==> src/rtl/alu_bist_if.sv <==
// Signal bundle between the BIST driver and the lab ALU/control side.
// master = BIST driver, slave = ALU plus whoever issues start.
interface alu_bist_if;
    logic        start;
    logic [31:0] A;
    logic [31:0] B;
    logic [3:0]  ALU_operation;
    logic [31:0] res;
    logic        zero;
    logic        busy;
    logic        done;
    logic        pass;
    logic [31:0] signature;

    modport master (
        input  start, res, zero,
        output A, B, ALU_operation, busy, done, pass, signature
    );

    modport slave (
        output start, res, zero,
        input  A, B, ALU_operation, busy, done, pass, signature
    );
endinterface

==> src/rtl/alu_bist.sv <==
// ALU built-in self-test: LFSR operand pairs, all ten opcodes per pair,
// MISR compression of res/zero, pass/fail against a golden signature.
module alu_bist #(
    parameter int unsigned PATTERNS = 64,
    parameter int unsigned SETTLE   = 1,
    parameter logic [31:0] SEED_A   = 32'hA5A5A5A5,
    parameter logic [31:0] SEED_B   = 32'h5A5A5A5A,
    parameter logic [31:0] GOLDEN   = 32'h00000000
) (
    input logic         clk,
    input logic         rst_n,
    alu_bist_if.master  bus
);

    typedef enum logic [1:0] {IDLE, RUN, DONE} state_t;

    localparam logic [31:0] LFSR_POLY   = 32'h80200003;
    localparam logic [31:0] MISR_POLY   = 32'h04C11DB7;
    localparam logic [31:0] SEED_A_EFF  = (SEED_A == '0) ? 32'h00000001 : SEED_A;
    localparam logic [31:0] SEED_B_EFF  = (SEED_B == '0) ? 32'h00000001 : SEED_B;
    localparam logic [31:0] SETTLE_LAST = 32'(SETTLE - 1);
    localparam logic [31:0] PAT_LAST    = 32'(PATTERNS - 1);
    localparam logic [3:0]  OP_LAST     = 4'd9;

    function automatic logic [31:0] lfsr_step(input logic [31:0] x);
        return (x >> 1) ^ (x[0] ? LFSR_POLY : '0);
    endfunction

    function automatic logic [31:0] misr_step(input logic [31:0] sig,
                                              input logic [31:0] r,
                                              input logic        z);
        return {sig[30:0], 1'b0} ^ (sig[31] ? MISR_POLY : '0) ^ r ^ {31'b0, z};
    endfunction

    state_t      state_q, state_d;
    logic [31:0] a_q, a_d;
    logic [31:0] b_q, b_d;
    logic [3:0]  op_q, op_d;
    logic [31:0] sig_q, sig_d;
    logic [31:0] settle_q, settle_d;
    logic [31:0] pat_q, pat_d;
    logic        busy_q, busy_d;
    logic        done_q, done_d;
    logic        pass_q, pass_d;
    logic [31:0] sig_cap;

    always_comb begin
        state_d  = state_q;
        a_d      = a_q;
        b_d      = b_q;
        op_d     = op_q;
        sig_d    = sig_q;
        settle_d = settle_q;
        pat_d    = pat_q;
        busy_d   = busy_q;
        done_d   = done_q;
        pass_d   = pass_q;
        sig_cap  = misr_step(sig_q, bus.res, bus.zero);

        case (state_q)
            IDLE, DONE: begin
                if (bus.start) begin
                    state_d  = RUN;
                    a_d      = SEED_A_EFF;
                    b_d      = SEED_B_EFF;
                    op_d     = '0;
                    sig_d    = '0;
                    settle_d = '0;
                    pat_d    = '0;
                    busy_d   = 1'b1;
                    done_d   = 1'b0;
                    pass_d   = 1'b0;
                end
            end
            RUN: begin
                if (settle_q == SETTLE_LAST) begin
                    settle_d = '0;
                    sig_d    = sig_cap;
                    if (op_q == OP_LAST) begin
                        // Last pattern: operands are frozen, not stepped, on entry to DONE.
                        if (pat_q == PAT_LAST) begin
                            state_d = DONE;
                            busy_d  = 1'b0;
                            done_d  = 1'b1;
                            pass_d  = (sig_cap == GOLDEN);
                        end else begin
                            op_d  = '0;
                            a_d   = lfsr_step(a_q);
                            b_d   = lfsr_step(b_q);
                            pat_d = pat_q + 32'd1;
                        end
                    end else begin
                        op_d = op_q + 4'd1;
                    end
                end else begin
                    settle_d = settle_q + 32'd1;
                end
            end
            default: state_d = IDLE;
        endcase
    end

    always_ff @(posedge clk) begin
        if (!rst_n) begin
            state_q  <= IDLE;
            a_q      <= '0;
            b_q      <= '0;
            op_q     <= '0;
            sig_q    <= '0;
            settle_q <= '0;
            pat_q    <= '0;
            busy_q   <= 1'b0;
            done_q   <= 1'b0;
            pass_q   <= 1'b0;
        end else begin
            state_q  <= state_d;
            a_q      <= a_d;
            b_q      <= b_d;
            op_q     <= op_d;
            sig_q    <= sig_d;
            settle_q <= settle_d;
            pat_q    <= pat_d;
            busy_q   <= busy_d;
            done_q   <= done_d;
            pass_q   <= pass_d;
        end
    end

    assign bus.A             = a_q;
    assign bus.B             = b_q;
    assign bus.ALU_operation = op_q;
    assign bus.busy          = busy_q;
    assign bus.done          = done_q;
    assign bus.pass          = pass_q;
    assign bus.signature     = sig_q;

endmodule

==> src/flat_wrapper.sv <==
// flat-port wrapper written by rule: the top's interface ports become plain ports
module alu_bist_flat 
#(
    parameter int unsigned PATTERNS = 64,
    parameter int unsigned SETTLE   = 1,
    parameter logic [31:0] SEED_A   = 32'hA5A5A5A5,
    parameter logic [31:0] SEED_B   = 32'h5A5A5A5A,
    parameter logic [31:0] GOLDEN   = 32'h00000000
)
  (clk, rst_n, bus_start, bus_res, bus_zero, bus_A, bus_B, bus_ALU_operation, bus_busy, bus_done, bus_pass, bus_signature);
  alu_bist_if bus_i ();
  input logic clk;
  input logic rst_n;
  input wire logic [$bits(bus_i.start)-1:0] bus_start;
  input wire logic [$bits(bus_i.res)-1:0] bus_res;
  input wire logic [$bits(bus_i.zero)-1:0] bus_zero;
  output wire logic [$bits(bus_i.A)-1:0] bus_A;
  output wire logic [$bits(bus_i.B)-1:0] bus_B;
  output wire logic [$bits(bus_i.ALU_operation)-1:0] bus_ALU_operation;
  output wire logic [$bits(bus_i.busy)-1:0] bus_busy;
  output wire logic [$bits(bus_i.done)-1:0] bus_done;
  output wire logic [$bits(bus_i.pass)-1:0] bus_pass;
  output wire logic [$bits(bus_i.signature)-1:0] bus_signature;
  assign bus_i.start = bus_start;
  assign bus_i.res = bus_res;
  assign bus_i.zero = bus_zero;
  assign bus_A = bus_i.A;
  assign bus_B = bus_i.B;
  assign bus_ALU_operation = bus_i.ALU_operation;
  assign bus_busy = bus_i.busy;
  assign bus_done = bus_i.done;
  assign bus_pass = bus_i.pass;
  assign bus_signature = bus_i.signature;
  alu_bist #(.PATTERNS(PATTERNS), .SETTLE(SETTLE), .SEED_A(SEED_A), .SEED_B(SEED_B), .GOLDEN(GOLDEN)) u_core (.clk(clk), .rst_n(rst_n), .bus(bus_i));
endmodule
==> config.mk <==
export PLATFORM = sky130hd
export DESIGN_NAME = alu_bist_flat
export DESIGN_NICKNAME = d
export VERILOG_FILES = /design/src/rtl/alu_bist_if.sv /design/src/rtl/alu_bist.sv /design/src/flat_wrapper.sv
export SDC_FILE = /design/constraint.sdc
export NUM_CORES = 1
export LEC_CHECK = 0
export BUFFER_PORTS_ARGS = -buffer_cell sky130_fd_sc_hd__buf_4
export CORE_MARGIN = 3
export CORE_UTILIZATION = 50
export DETAILED_ROUTE_END_ITERATION = 10
export GPL_ROUTABILITY_DRIVEN = 0
export PLACE_DENSITY_LB_ADDON = 0.2
export SYNTH_ARGS = -nofsm -noshare
export SYNTH_HDL_FRONTEND = slang
export SYNTH_SLANG_ARGS = --single-unit
==> constraint.sdc <==
create_clock -name clk -period 3.5 [get_ports clk]
set_input_delay 0.35 -clock clk [delete_from_list [all_inputs] [get_ports clk]]
set_output_delay 0.35 -clock clk [all_outputs]
set_load 0.05 [all_outputs]
== Word-level counts from Yosys, hierarchy flattened ==
Cells that the tools add are included.
Word-level totals
  flip-flop bits (word level): 169
  output and inout bits: 103
  word-level logic and storage cells: 85
  bits of input ports: 36
Cells by class
  reduce and logical (&&, ||, !) cells: 11
  add/subtract/negate cells: 3
  bitwise gates (word level): 5
  equality and inequality tests: 10
  muxes and demuxes: 46
Operators by type and width (number)
  $mux W32: 16
  $pmux W32 S2: 5
  $add A32 B1 Y32 const B: 2
  $logic_not A32 Y1: 2
  $xor A31 B32 Y32: 2
  $xor A32 B32 Y32: 2
  $eq A32 B6 Y1 const B: 1
  $xor A32 B1 Y32: 1
  $mux W27: 1
  $mux W4: 4
  $mux W1: 11
  $reduce_and A5 Y1: 2
  $mux W2: 4
  $pmux W4 S2: 1
  $reduce_and A4 Y1: 2
  $ne A2 B1 Y1 const B: 3
  $pmux W1 S2: 3
  $add A4 B1 Y4 const B: 1
  $eq A4 B4 Y1 const B: 1
  $ne A2 B2 Y1 const B: 2
  $pmux W2 S2: 1
  $ne A3 B3 Y1 const B: 1
  $reduce_and A3 Y1: 1
  $eq A2 B1 Y1 const B: 1
  other kinds (5): 5

== Longest topological paths before layout ==
Gate-level depths: netlist of the first run.
  word-level depth: 9
  depth in mapped cells: 10
  depth with buffers taken out: 8

== Worst setup path before layout of the first run ==
Ideal clock, no wire load.
  kind: register to register
  from: register u_core.op_q[0], in the netlist u_core.bus.ALU_operation[0]
  to: register u_core.b_q[1], in the netlist u_core.bus.B[1]
  buffers on the path: 2
  arrival time: 2.185 ns
  stages on the path, launching flop included: 9
  period minus slack after synthesis: 2.276 ns
  slack: 1.224 ns
  path through: dfxtp_1 > ha_1 > nand3b_1 > nor4_2 > a21o_1 > buf_2 > buf_2 > nor2_1 > a311oi_1
Between the ends
  word-level cells in the longest chain between the ends: 3
Ends and longest elaborated chain
  from (decl): RTL line alu_bist.sv:38  | logic [3:0] op_q, op_d;
  from (signal assigned): RTL line alu_bist.sv:119  | op_q <= op_d;
  $eq A4 B4 Y1: RTL line alu_bist.sv:79  | if (op_q == OP_LAST) begin
  $ne A2 B1 Y1 (no line)
  $reduce_and A5 Y1 (no line)
  to (signal assigned): RTL line alu_bist.sv:107  | b_q <= '0;
  to (signal assigned): RTL line alu_bist.sv:118  | b_q <= b_d;
  to (decl): RTL line alu_bist.sv:37  | logic [31:0] b_q, b_d;
No other way between the ends.
A chain may end at the register's enable or synchronous reset.

== Worst setup path after layout of the first run ==
  from: register u_core.settle_q[0]
  to: register u_core.pat_q[25]
Between the ends
  word-level cells in the longest chain between the ends: 3
Ends and longest elaborated chain
  from (decl): RTL line alu_bist.sv:40  | logic [31:0] settle_q, settle_d;
  from (signal assigned): RTL line alu_bist.sv:121  | settle_q <= settle_d;
  $logic_not A32 Y1: RTL line alu_bist.sv:76  | if (settle_q == SETTLE_LAST) begin
  $ne A2 B1 Y1 (no line)
  $reduce_and A5 Y1 (no line)
  to (signal assigned): RTL line alu_bist.sv:122  | pat_q <= pat_d;
  to (decl): RTL line alu_bist.sv:41  | logic [31:0] pat_q, pat_d;
No other way between the ends.

==> results.md, run 1 <==
Pwr:
- The peak supply drop is 0.3242 mV.
- In this run the power density over the cells is 509.2 nW/µm².
- The reported leakage power is 3.654 nW.

Yosys:
- The register bit count reported by yosys is 169.
- When the netlist entered floorplanning its net count stood at 856.
- The most used flip-flop cell after synthesis is dfxtp_1.
- The cell area that synthesis handed to floorplanning was 7396 µm².
- The area fraction of the dominant cell type after synthesis is 45.75%.
- Counting distinct cell types in the post-synthesis netlist gives 58.
- The number of enable flip-flop cells after synthesis is 0.
- The largest total area in the synthesized netlist belongs to dfxtp_1.
- After synthesis, the cell types taking the most area are dfxtp_1 (46%), a22o_1 (7.2%), nor2_1 (4.4%).
- Sequential cells were found to cover 45.75% of the synthesized design area.
- During synthesis, Yosys emitted a total of 0 warnings.
- Averaged over all synthesized cells, the footprint is 9.075 µm².
- The number of cells produced by synthesis is 815.
- The async set or reset register ratio after synthesis is 0%.

Flow run:
- The max-cap violation count is 0.

Timing:
- The total count of hold-check failures in the final report was 0.
- The ratio of final minimum period to clock period is 82.41%.
- The final count of pins violating max slew is 0.
- The remaining max-slew budget at the tightest pin is 30.77%.
- Static timing analysis puts the maximum clock frequency at 0.3467 GHz.
- The count of endpoints failing setup in the final report is 0.
- Setup repair after global routing left no endpoint under its margin.
- The tightest hold path in the finished design has a slack of 0.2215 ns.
- The smallest clock period supported by the final layout is computed as 2.884 ns.
- The final worst slack is 0.6158 ns.
- Adding up every negative setup slack in the final design gives 0 ns.
- The clock skew is 0.009022 ns.
- At the pin with the least slew margin, the transition time is 1.031 ns.

Cells and area:
- The count of antenna diodes in the layout is 0.
- Registers take 3383 µm².
- The filler cells instantiated in the layout total 1204.
- The net count of the finished layout is 978.
- The ratio of cells with drive above 1 in the final layout is 21.16%.
- Summing all multi-input logic gate instances after layout gives 3789 µm².
- The area growth from synthesis to layout is 24.82%.

Floorplan:
- The initial utilization of the core area, before any placement, comes to 52.27%.
- The floorplan has 43 rows.
- The placeable core region is 14150 µm².
- The floorplan die area is 16290 µm².
- The floorplan step set the die height to 127.6 µm.
- The number of top-level design ports is 139.
- The horizontal die dimension is 127.6 µm.

GRT:
- The global route total overflow is 0.
- The number of antenna violations at the first check in global routing was 0.
- The wire length of the first global-routing pass is 31.91 mm.
- The pin count of the biggest net entering global routing is 71.
- Global routing used 23.77% of the available tracks.
- The via count of the first global-routing pass is 6316.

Route:
- The number of nets still failing antenna checks after routing is 0.
- The post-route DRC violation count is 0.
- Across all layers, the routed design uses 6686 vias.
- The routed metal-1 wirelength is 8.819 mm.
- After detailed routing, the met2 layer carries 8.722 mm of wire.
- In the routed layout, each cell is associated on average with a via count of 5.917.
- The number of iterations in the first detailed-routing pass is 6.
- The met3 wirelength from detailed routing is 1.558 mm.
- In the final routed layout, each cell accounts on average for 17.16 µm.
- After the first detailed-routing iteration, the DRC count stood at 640.
- The top layer reached by signal wires is met4.
- The routed design has 19.39 mm of wire.

Clock tree:
- The clock passes through at most 2 buffers.
- Post-CTS repair changed the size of 0 cells.
- The clock slew seen by the registers of the worst setup and hold paths is 0.07 ns.
- In this run the post-CTS setup repair buffer count came out at 0.
- The number of buffers inserted during clock tree synthesis is 17.
- The source-to-sink clock delay at the later pin of the worst-skew pair is 0.43 ns.
- The clock tree from TritonCTS is done.
- Clock tree synthesis selected as its root buffer the cell clkbuf_16.
- The clock net in this run drives a total of 169 sinks.
- In this run the number of H-tree levels came out at 4.
- For this design, the CTS-stage hold fixing added 0 buffers.

Setup path:
- Data on the critical path is required at its endpoint by 3.83 ns.
- The biggest fanout along the worst timing path is 9.
- The type of element capturing the critical path is a flop.
- The path type of the worst setup path is flop to flop.
- For the worst setup path, the data arrival time is 3.22 ns.
- The critical path goes through inv_1 -> ha_1 -> nor4b_2 -> nand4_1 -> or2_1 -> nor4_4 -> buf_4 -> nand2_1 -> o41ai_1.
- The slowest library cell on the worst path is nor4_4.
- The worst setup path is launched from a flop.
- On the worst path, the slowest cell contributes a delay of 0.62 ns.

Place:
- The HPWL after detailed placement is 12.91 mm.
- OpenSTA, run right after detailed placement, puts the worst setup slack at 0.6566 ns.
- In this run the tool buffered the top-level ports with 138 buffer cells.

Outcome:
- The run finished with clean final reports.

Hold path:
- The class of the tightest hold or removal check is input pin to flop.
## Yosys cell counts, types with 3 or more instances
master,count
o41ai_1,3
o21ai_1,18
or4_1,5
nand4_1,23
nand4b_1,3
nand3_1,24
or3_1,7
xor2_1,36
ha_1,5
nor2b_1,3
and4_1,6
nor3_1,16
o22ai_1,29
a311oi_1,7
a41oi_1,4
and2_1,5
nand3b_1,4
o21ai_0,10
nand2b_1,6
a22o_1,61
nor4_2,3
xnor2_1,33
o31ai_1,3
dfxtp_1,169
mux2i_1,5
a21oi_1,46
o21a_1,4
inv_1,7
clkbuf_1,34
o211ai_1,7
nor2_1,87
a31oi_1,13
nand2_1,44
nor4_1,23
and3_1,17
buf_2,17
## sequential cells by signal (all words and copies together), names as in the netlist
signal and cells:
u_core.state_q 2, u_core.bus.ALU_operation 4, u_core.bus.signature 32, u_core.settle_q 32, u_core.bus.busy 1, u_core.bus.pass 1, u_core.bus.B 32, u_core.pat_q 32
u_core.bus.done 1, u_core.bus.A 32
## where the power goes
part	internal, W	switching, W
logic	0.000223	0.000449
registers	0.00199	0.0000620
clock network	0.00119	0.000784
total	0.00341	0.00130
## stage by stage
step | utilization [%] | power, W | instances | instance area (µm²)
2_1_floorplan | - | 0.002543 | 815 | 7396
3_3_place_gp | 60.80 | 0.002757 | 1098 | 8603
3_5_place_dp | 60.80 | 0.002763 | 1098 | 8603
4_1_cts | 65.24 | 0.004729 | 1130 | 9231
5_1_grt | 65.24 | 0.004858 | 1130 | 9231
6_report | 65.24 | 0.004700 | 1130 | 9231
## critical path, delay by kind of cell (launching register included)
kind	cells	cell delay [ns]
buffers and inverters	2	0.38
adder cells (fa/ha/maj)	1	0.14
AND/OR/NAND/NOR	5	1.70
flip-flops	1	0.32
AO/OA/AOI/OAI	1	0.25
## routing by layer
metal	vias to the layer above	global-route usage (%)
li1	3272	-
met1	3158	33.12
met2	230	36.05
met3	26	6.982
met4	0	6.679
met5	-	0
## area by class of cell
| class | count | share of cell area (%) |
|---|---|---|
| clock buffer | 21 | 5.096 |
| timing repair buffer | 155 | 12.74 |
| tap | 180 | 2.440 |
| multi-input combinational | 586 | 41.04 |
| sequential | 169 | 36.65 |
| inverter | 8 | 0.3253 |
| clock inverter | 11 | 1.708 |
## cell families (layout without fill, tap and decap cells)
group / after synthesis / in the layout / synth area share (%)
buffers and inverters: 60 / 195 / 3.384
AO/OA/AOI/OAI: 219 / 219 / 20.50
flip-flops: 169 / 169 / 45.75
adder cells (fa/ha/maj): 5 / 5 / 0.8459
multiplexers: 5 / 5 / 0.6767
XOR/XNOR: 69 / 69 / 8.171
AND/OR/NAND/NOR: 288 / 288 / 20.67
## layout by cell type, fill, tap and decap left out, types with 6 or more instances in the layout
master     instances
nor4_1            23
nand3_1           24
nand4_1           23
o211ai_1           7
nand2b_1           6
a22o_1            61
xnor2_1           33
and4_1             6
nor2_1            87
a311oi_1           7
dfxtp_1          169
inv_1              7
o21ai_0           10
o22ai_1           29
nand2_1           44
or3_1              7
buf_4            154
nor3_1            16
a31oi_1           13
a21oi_1           44
clkbuf_16         17
xor2_1            36
and3_1            17
o21ai_1           18
## path summary, 6_finish.rpt
check                startpoint           endpoint  slack (ns)  cells past startpoint
min                   bus_start  u_core.state_q[1]        0.22                      3
max          u_core.settle_q[0]   u_core.pat_q[25]        0.62                      9
min reg2reg     u_core.bus.done    u_core.bus.done        0.46                      2
max reg2reg  u_core.settle_q[0]   u_core.pat_q[25]        0.62                      9
No activity file was read; power rests on OpenSTA's default activity.
==> run 2, diff against run 1 <==
==> constraint.sdc (replaced) <==
create_clock -name clk -period 2.6 [get_ports clk]
set_input_delay 0.26 -clock clk [delete_from_list [all_inputs] [get_ports clk]]
set_output_delay 0.26 -clock clk [all_outputs]
set_load 0.05 [all_outputs]
==> run 2 against run 1 <==
Critical path type unchanged. Flip-flop and latch count unchanged. Maximum frequency rose by 16%. Wire length rose by 0.77%. Clock power rose by 39%. Critical endpoint is now u_core.pat_q[26]. First-iteration DRC count decreased by 26%. Via count is 1.1% higher. Count of clock-buffer cells in the layout rose by 1. Critical path depth fell by 3. Clock skew shrank 0.0017 ns. Die area unchanged. Register-to-register slack worse by 0.51 ns.
==> results.md, run 2 (synthesis gave the netlist of run 1 again) <==
Hold path:
- The path with the worst hold slack has its endpoint at u_core.state_q[1].
- The class of the tightest hold or removal check is input pin to flop.
- The worst hold path was traced through 3 stages.
- The startpoint identified for the worst hold timing path is bus_start.

Place:
- The setup slack after placement is 0.07322 ns.
- The placed wire-length estimate after detailed placement is 12.87 mm.
- During placement, the flow inserted port buffers numbering 138.

Cells and area:
- The synthesis-to-finish area growth is 28.56%.
- The most frequent standard cell in the layout excluding fill and tap cells is buf_4.
- Leaving out fill and tap cells, the most frequent cells in the layout are buf_4 (171), dfxtp_1 (167), nor2_1 (86).
- The count of antenna diodes in the layout is 0.
- At the end of the flow, the number of nets in the layout was 999.
- The filler cells instantiated in the layout total 1178.
- Cells fill 67.19% of the core in the end.
- The ratio of cells with drive above 1 in the final layout is 23.81%.

Clock tree:
- The cell at the root of the clock tree is clkbuf_16.
- The clock reaches the later pin of the worst-skew pair after 0.42 ns.
- The post-CTS setup buffer count is 0.
- In this run, CTS created clock tree buffers numbering 17.
- The clock tree from TritonCTS is done.
- After clock tree synthesis, the clock-pin slew on the worst setup and hold paths is 0.06 ns.
- For this design, the CTS-stage hold fixing added 0 buffers.
- The maximum count of clock buffers along a single path is 2.
- The count of H-tree levels built during CTS is 4.
- Counting every sink on the clock net gives 169.

Flow run:
- Across the run, the number of max-cap violations was 0.

Route:
- The routed length on met2 is 8.792 mm.
- After detailed routing, no signal wire sits above met4.
- The count of nets left with antenna violations once routing finished came out at 0.
- In the routed design, unresolved DRC markers number 0.
- In the routed layout, each cell is associated on average with a via count of 5.880.
- In the final routed layout, each cell accounts on average for 16.99 µm.
- After detailed routing, the wire length on met1 is 8.925 mm.
- After the first detailed-routing iteration, the DRC count stood at 476.
- The total detailed-routing wirelength is 19.54 mm.
- Detailed routing placed a total of 1.597 mm of wire on met3.
- The routed via count is 6762.
- The number of iterations in the first detailed-routing pass is 5.

Setup path:
- The kind of start point of the critical path is a flop.
- The type of element capturing the critical path is a flop.
- Of all nets on the critical path, the largest fanout is 38.
- The endpoint arrival time on the critical path is 2.84 ns.
- The path type of the worst setup path is flop to flop.
- Setup slack on the worst reg-to-reg path comes out at 0.11 ns.
- The worst flop-to-flop path startpoint is u_core.pat_q[12].
- Data on the critical path is required at its endpoint by 2.95 ns.
- In this run the critical register-to-register path is captured at u_core.pat_q[26].
- The worst reg-to-reg path cell count is 6.

GRT:
- Global routing used 23.34% of the available tracks.
- The via count of the first global-routing pass is 6157.
- The wire length of the first global-routing pass is 31.16 mm.
- The number of antenna violations at the first check in global routing came to 0.
- The global route total overflow is 0.
- The pin count of the biggest net entering global routing is 46.

Floorplan:
- From bottom edge to top edge, the die measures 127.6 µm.
- 139 I/O pins were placed.
- The floorplan step set the die width to 127.6 µm.
- The standard-cell row count is 43.
- The placeable core region is 14150 µm².
- The starting utilization of the core area is 52.27%.
- The die covers 16290 µm².

Timing:
- The final count of pins violating max slew is 0.
- After layout, the worst path uses 95.93% of the clock period.
- The remaining max-slew budget at the tightest pin is 29.07%.
- For the finished layout, the period the worst path requires is 2.494 ns.
- Setup repair after global routing could not meet its margin everywhere.
- The total count of hold-check failures in the final report is 0.
- Setup violations remaining at the end of the flow were counted as 0.
- Derived from the worst setup path, the maximum achievable clock frequency is 0.4009 GHz.
- For the final database, setup skew stands at 0.007277 ns.
- After routing, the total negative slack on setup checks comes to 0 ns.
- Hold is met by 0.1433 ns.
- The final worst slack is 0.1059 ns.
- At the pin with the least slew margin, the transition time is 1.062 ns.

Pwr:
- In this run the static leakage power is 3.810 nW.
- The peak supply drop is 0.5278 mV.
- Power spread over the standard cell area amounts to 676.3 nW/µm².
- The final total power is 0.006430 W.

Outcome:
- The run finished with clean final reports.
[run 2: changes by cell type in the layout (fill, tap and decap cells not counted), moves of 2 or more]
cell,delta
buf_4,+17
dfxtp_2,+2
nor4_2,+2
nor4_1,-3
clkbuf_8,+2
inv_6,-2
dfxtp_1,-2
buf_12,+3
[run 2: worst max-delay path by stage]
| stage | from | endpoint | slack (ns) | cells after the start |
|---|---|---|---|---|
| floorplan | u_core.bus.ALU_operation[0] | u_core.bus.B[1] | 0.32 | 8 |
| detailed placement | u_core.pat_q[1] | u_core.bus.A[1] | 0.07 | 6 |
| global placement | u_core.pat_q[28] | u_core.bus.A[1] | 0.13 | 5 |
| global route | u_core.pat_q[12] | u_core.pat_q[31] | -0.06 | 6 |
| CTS | u_core.pat_q[11] | u_core.pat_q[28] | 0.04 | 6 |
| finish | u_core.pat_q[12] | u_core.pat_q[26] | 0.11 | 6 |
[run 2: critical path, cell delays in order (launching register included)]
cell and delay (ns):
dfxtp_1 0.36, nor4_2 0.34, nand4_1 0.18, or3_4 0.43, a21oi_4 0.84, a21oi_1 0.08
mux2i_1 0.18
[run 2: area by class of cell]
class	count	area [µm²]	share of cell area (%)
Multi-Input combinational cell	586	3837	40.36
Clock buffer	22	494.2	5.198
Clock inverter	9	160.2	1.684
Timing Repair Buffer	176	1375	14.46
Sequential cell	169	3386	35.61
Tap cell	180	225.2	2.369
Inverter	8	30.03	0.3158
[run 2: routing by layer]
layer  vias to the layer above  global-route usage, %
li1                       3312                      -
met1                      3207                  32.43
met2                       223                  35.83
met3                        20                  6.814
met4                         0                  6.055
met5                         -                      0
[run 2: what timing repair did]
action / CTS / global route
endpoints found under the setup margin: 0 / 62
resized for setup: 0 / 12
hold endpoints to repair: 0 / 0
[run 2: power breakdown]
| group | switching, W | internal [W] | total [W] |
|---|---|---|---|
| Clock | 0.00102 | 0.00174 | 0.00276 |
| Combinational | 0.000606 | 0.000304 | 0.000910 |
| Sequential | 0.0000851 | 0.00268 | 0.00276 |
[run 2: stage by stage]
| step | cells | instance area (µm²) |
|---|---|---|
| finish | 1150 | 9508 |
| global route | 1150 | 9508 |
| CTS | 1150 | 9453 |
| detailed placement | 1119 | 8798 |
| global placement | 1119 | 8798 |
| floorplan | 815 | 7396 |
==> run 3, diff against run 2 <==
--- a/config.mk
+++ b/config.mk
@@ -6,8 +6,10 @@
 export NUM_CORES = 1
 export LEC_CHECK = 0
 export BUFFER_PORTS_ARGS = -buffer_cell sky130_fd_sc_hd__buf_4
+export CELL_PAD_IN_SITES_DETAIL_PLACEMENT = 1
+export CELL_PAD_IN_SITES_GLOBAL_PLACEMENT = 2
 export CORE_MARGIN = 3
-export CORE_UTILIZATION = 50
+export CORE_UTILIZATION = 36
 export DETAILED_ROUTE_END_ITERATION = 10
 export GPL_ROUTABILITY_DRIVEN = 0
 export PLACE_DENSITY_LB_ADDON = 0.2
==> constraint.sdc (replaced) <==
create_clock -name clk -period 3 [get_ports clk]
set_input_delay 0.3 -clock clk [delete_from_list [all_inputs] [get_ports clk]]
set_output_delay 0.3 -clock clk [all_outputs]
set_load 0.05 [all_outputs]
==> run 3 against run 2 <==
Sequential power fell by 13%. First-iteration DRC count fell by 41%. Hold slack improved by 0.021 ns. Critical path type unchanged.
==> results.md, run 3 (synthesis gave the netlist of run 1 again) <==
Outcome:
- The run finished with clean final reports.

Clock tree:
- The clock passes through at most 2 buffers.
- TritonCTS created 17 clock buffers.
- Post-CTS timing repair inserted 0 buffers for setup.
- The clock tree from TritonCTS is done.
- Counting every sink on the clock net gives 169.
- For the worst-skew pair, the clock arrives at the later sink with an insertion delay of 0.43 ns.
- The quantity of gates resized following cts is 0.
- The count of H-tree levels built during CTS is 4.
- After clock tree synthesis, the flow added hold-fix buffers numbering 0.
- The cell at the root of the clock tree is clkbuf_16.
- Clock-pin slew was measured on the worst setup and hold paths at 0.08 ns.

Timing:
- The ratio of final minimum period to clock period is 87.79%.
- The final critical-path required period is 2.634 ns.
- The count of endpoints failing setup in the final report is 0.
- Headroom to the max-slew limit came out at 44.14%.
- The final worst slack is 0.3663 ns.
- The final count of pins violating max slew is 0.
- The sum of negative setup slack is 0 ns.
- Across the routed clock network, the largest skew measured is 0.009665 ns.
- For the pin with the worst max-slew slack, the measured transition is 0.8379 ns.
- Setup repair after global routing left no endpoint under its margin.
- The maximum clock frequency is 0.3797 GHz.
- The total count of hold-check failures in the final report is 0.

Pwr:
- Combinational logic burns 14.8% of the power.
- Internal power comes to 0.003725 W.
- VDD sags by at most 0.3505 mV.
- The final total power is 0.005448 W.
- The share of total power dissipated in sequential elements is 43.9%.
- The power density over the cells is 581.3 nW/µm².
- Of the total power, the share spent switching nets is 31.62%.
- The analysis attributes to cell leakage a power of 3.670 nW.
- Of the total power, the clock network draws 41.4%.
- Summed over all nets, the switching power comes to 0.001723 W.

Setup path:
- For the worst setup path, the data arrival time is 2.97 ns.
- STA puts the critical path data required time at 3.33 ns.
- The path type of the worst setup path is flop to flop.
- The critical path contains buffers and inverters numbering 3 combined.
- The worst setup path is captured at a flop.
- The cell family with the largest share of critical-path delay is simple AND/OR/NAND/NOR gates.
- The slowest library cell on the worst path is nor4_2.
- Along the worst path, the maximum fanout reaches 44.
- The worst setup path is launched from a flop.
- The largest single stage delay on the critical path is 0.49 ns.
- Walking the worst path, the cells encountered are inv_1 -> ha_1 -> nor4b_2 -> nand4_1 -> buf_4 -> nor4_2 -> a21o_1 -> buf_12 -> a21oi_1 -> a311oi_1.

GRT:
- The total overflow left after global routing is 0.
- The pin count of the biggest net entering global routing is 60.
- The number of antenna violations at the first check in global routing is 0.
- The wire length of the first global-routing pass is 36.96 mm.
- Global routing used 20.20% of the available tracks.
- The via count of the first global-routing pass is 7099.

Place:
- The number of cells in the design after placement is 1187.
- Detailed placement ended at an HPWL of 15.49 mm.
- The number of port buffers is 138.
- The placed cell area is 8752 µm².
- Before CTS, the worst setup slack after placement is 0.4072 ns.

Floorplan:
- The starting utilization of the core area is 37.27%.
- The floorplan step set the die width to 149.3 µm.
- The number of top-level design ports is 139.
- The die covers 22300 µm².
- The placeable core region is 19850 µm².
- In this run the core area contains 51 standard-cell rows.
- The vertical extent of the die is 149.3 µm.

Cells and area:
- Summing all flip-flop and latch instances after layout gives 3383 µm².
- Leaving out fill and tap cells, the most frequent cell in the layout is dfxtp_1.
- Compared with the post-synthesis result, the final layout area differs by 26.71%.
- Summing all multi-input logic gate instances after layout gives 3789 µm².
- The count of non-filler cells in the finished layout is 1219.
- In the layout the commonest cells are dfxtp_1 (169), buf_4 (157), nor2_1 (87).
- The design area is 9371 µm².
- The final net count is 982.
- The count of antenna diodes in the layout is 0.
- The filler cells instantiated in the layout total 2292.
- Cells with a size suffix above 1 make up 21.59% of the layout.

Route:
- The number of DRC markers after the initial detailed-route iteration is 280.
- The routed length per instance is 18.60 µm.
- The routed via count is 6830.
- For this run, design rule violations remaining after detail routing come to 0.
- The number of nets still failing antenna checks after routing is 0.
- The total detailed-routing wirelength is 22.67 mm.
- The number of iterations in the first detailed-routing pass is 5.
- After detailed routing, the number of vias per cell comes to 5.603.

Flow run:
- The max-cap violation count is 0.

Hold path:
- The class of the tightest hold or removal check is input pin to flop.
-- run 3: cell types whose count changed in the layout (fill, tap and decap cells not counted), sizes merged --
cell / previous run / this run
clkinv: 3 / 7
inv: 10 / 16
bufinv: 4 / 0
clkbuf: 22 / 17
buf: 176 / 159
-- run 3: stage by stage --
| step | util (%) | hold slack [ns] |
|---|---|---|
| 2_1_floorplan | - | 0.4400 |
| 3_3_place_gp | 44.10 | 0.4625 |
| 3_5_place_dp | 44.10 | 0.4679 |
| 4_1_cts | 47.22 | 0.1415 |
| 5_1_grt | 47.22 | 0.1563 |
| 6_report | 47.22 | 0.1641 |
-- run 3: routing by layer --
metal	vias up	track usage (%)	wire length, µm
met5	-	0	0
met4	0	5.217	252
met3	20	5.135	1056
met2	136	33.94	10820
met1	3399	25.96	10540
li1	3275	-	-
-- run 3: final timing paths --
| check | startpoint | to | slack [ns] | cells past startpoint |
|---|---|---|---|---|
| hold reg to reg | u_core.bus.done | u_core.bus.done | 0.47 | 2 |
| setup / recovery | u_core.settle_q[0] | u_core.bus.A[0] | 0.37 | 10 |
| setup reg to reg | u_core.settle_q[0] | u_core.bus.A[0] | 0.37 | 10 |
| hold / removal | bus_start | u_core.state_q[1] | 0.16 | 3 |
-- run 3: worst reg2reg max path: cells and delay by family, from the launching register on --
family                   cells  cell delay (ns)
buffers and inverters        3             0.53
AO/OA/AOI/OAI                3             0.65
AND/OR/NAND/NOR              3             0.88
adder cells (fa/ha/maj)      1             0.15
flip-flops                   1             0.33
-- run 3: power groups by stage --
| stage | combinational [W] | sequential (W) | clock (W) |
|---|---|---|---|
| after floorplan | 0.000290 | 0.00268 | 0 |
| after global placement | 0.000793 | 0.00244 | 0 |
| after detailed placement | 0.000806 | 0.00244 | 0 |
| after CTS | 0.000810 | 0.00239 | 0.00231 |
| after global routing | 0.000857 | 0.00240 | 0.00242 |
| final | 0.000805 | 0.00239 | 0.00225 |
-- run 3: final cells by class --
class / count / area share [%]
clock buffers: 17 / 4.539
clock inverters: 15 / 2.069
inverters: 8 / 0.3204
multi-input cells: 586 / 40.43
flip-flops and latches: 169 / 36.10
well taps: 265 / 3.538
repair buffers: 159 / 13.00
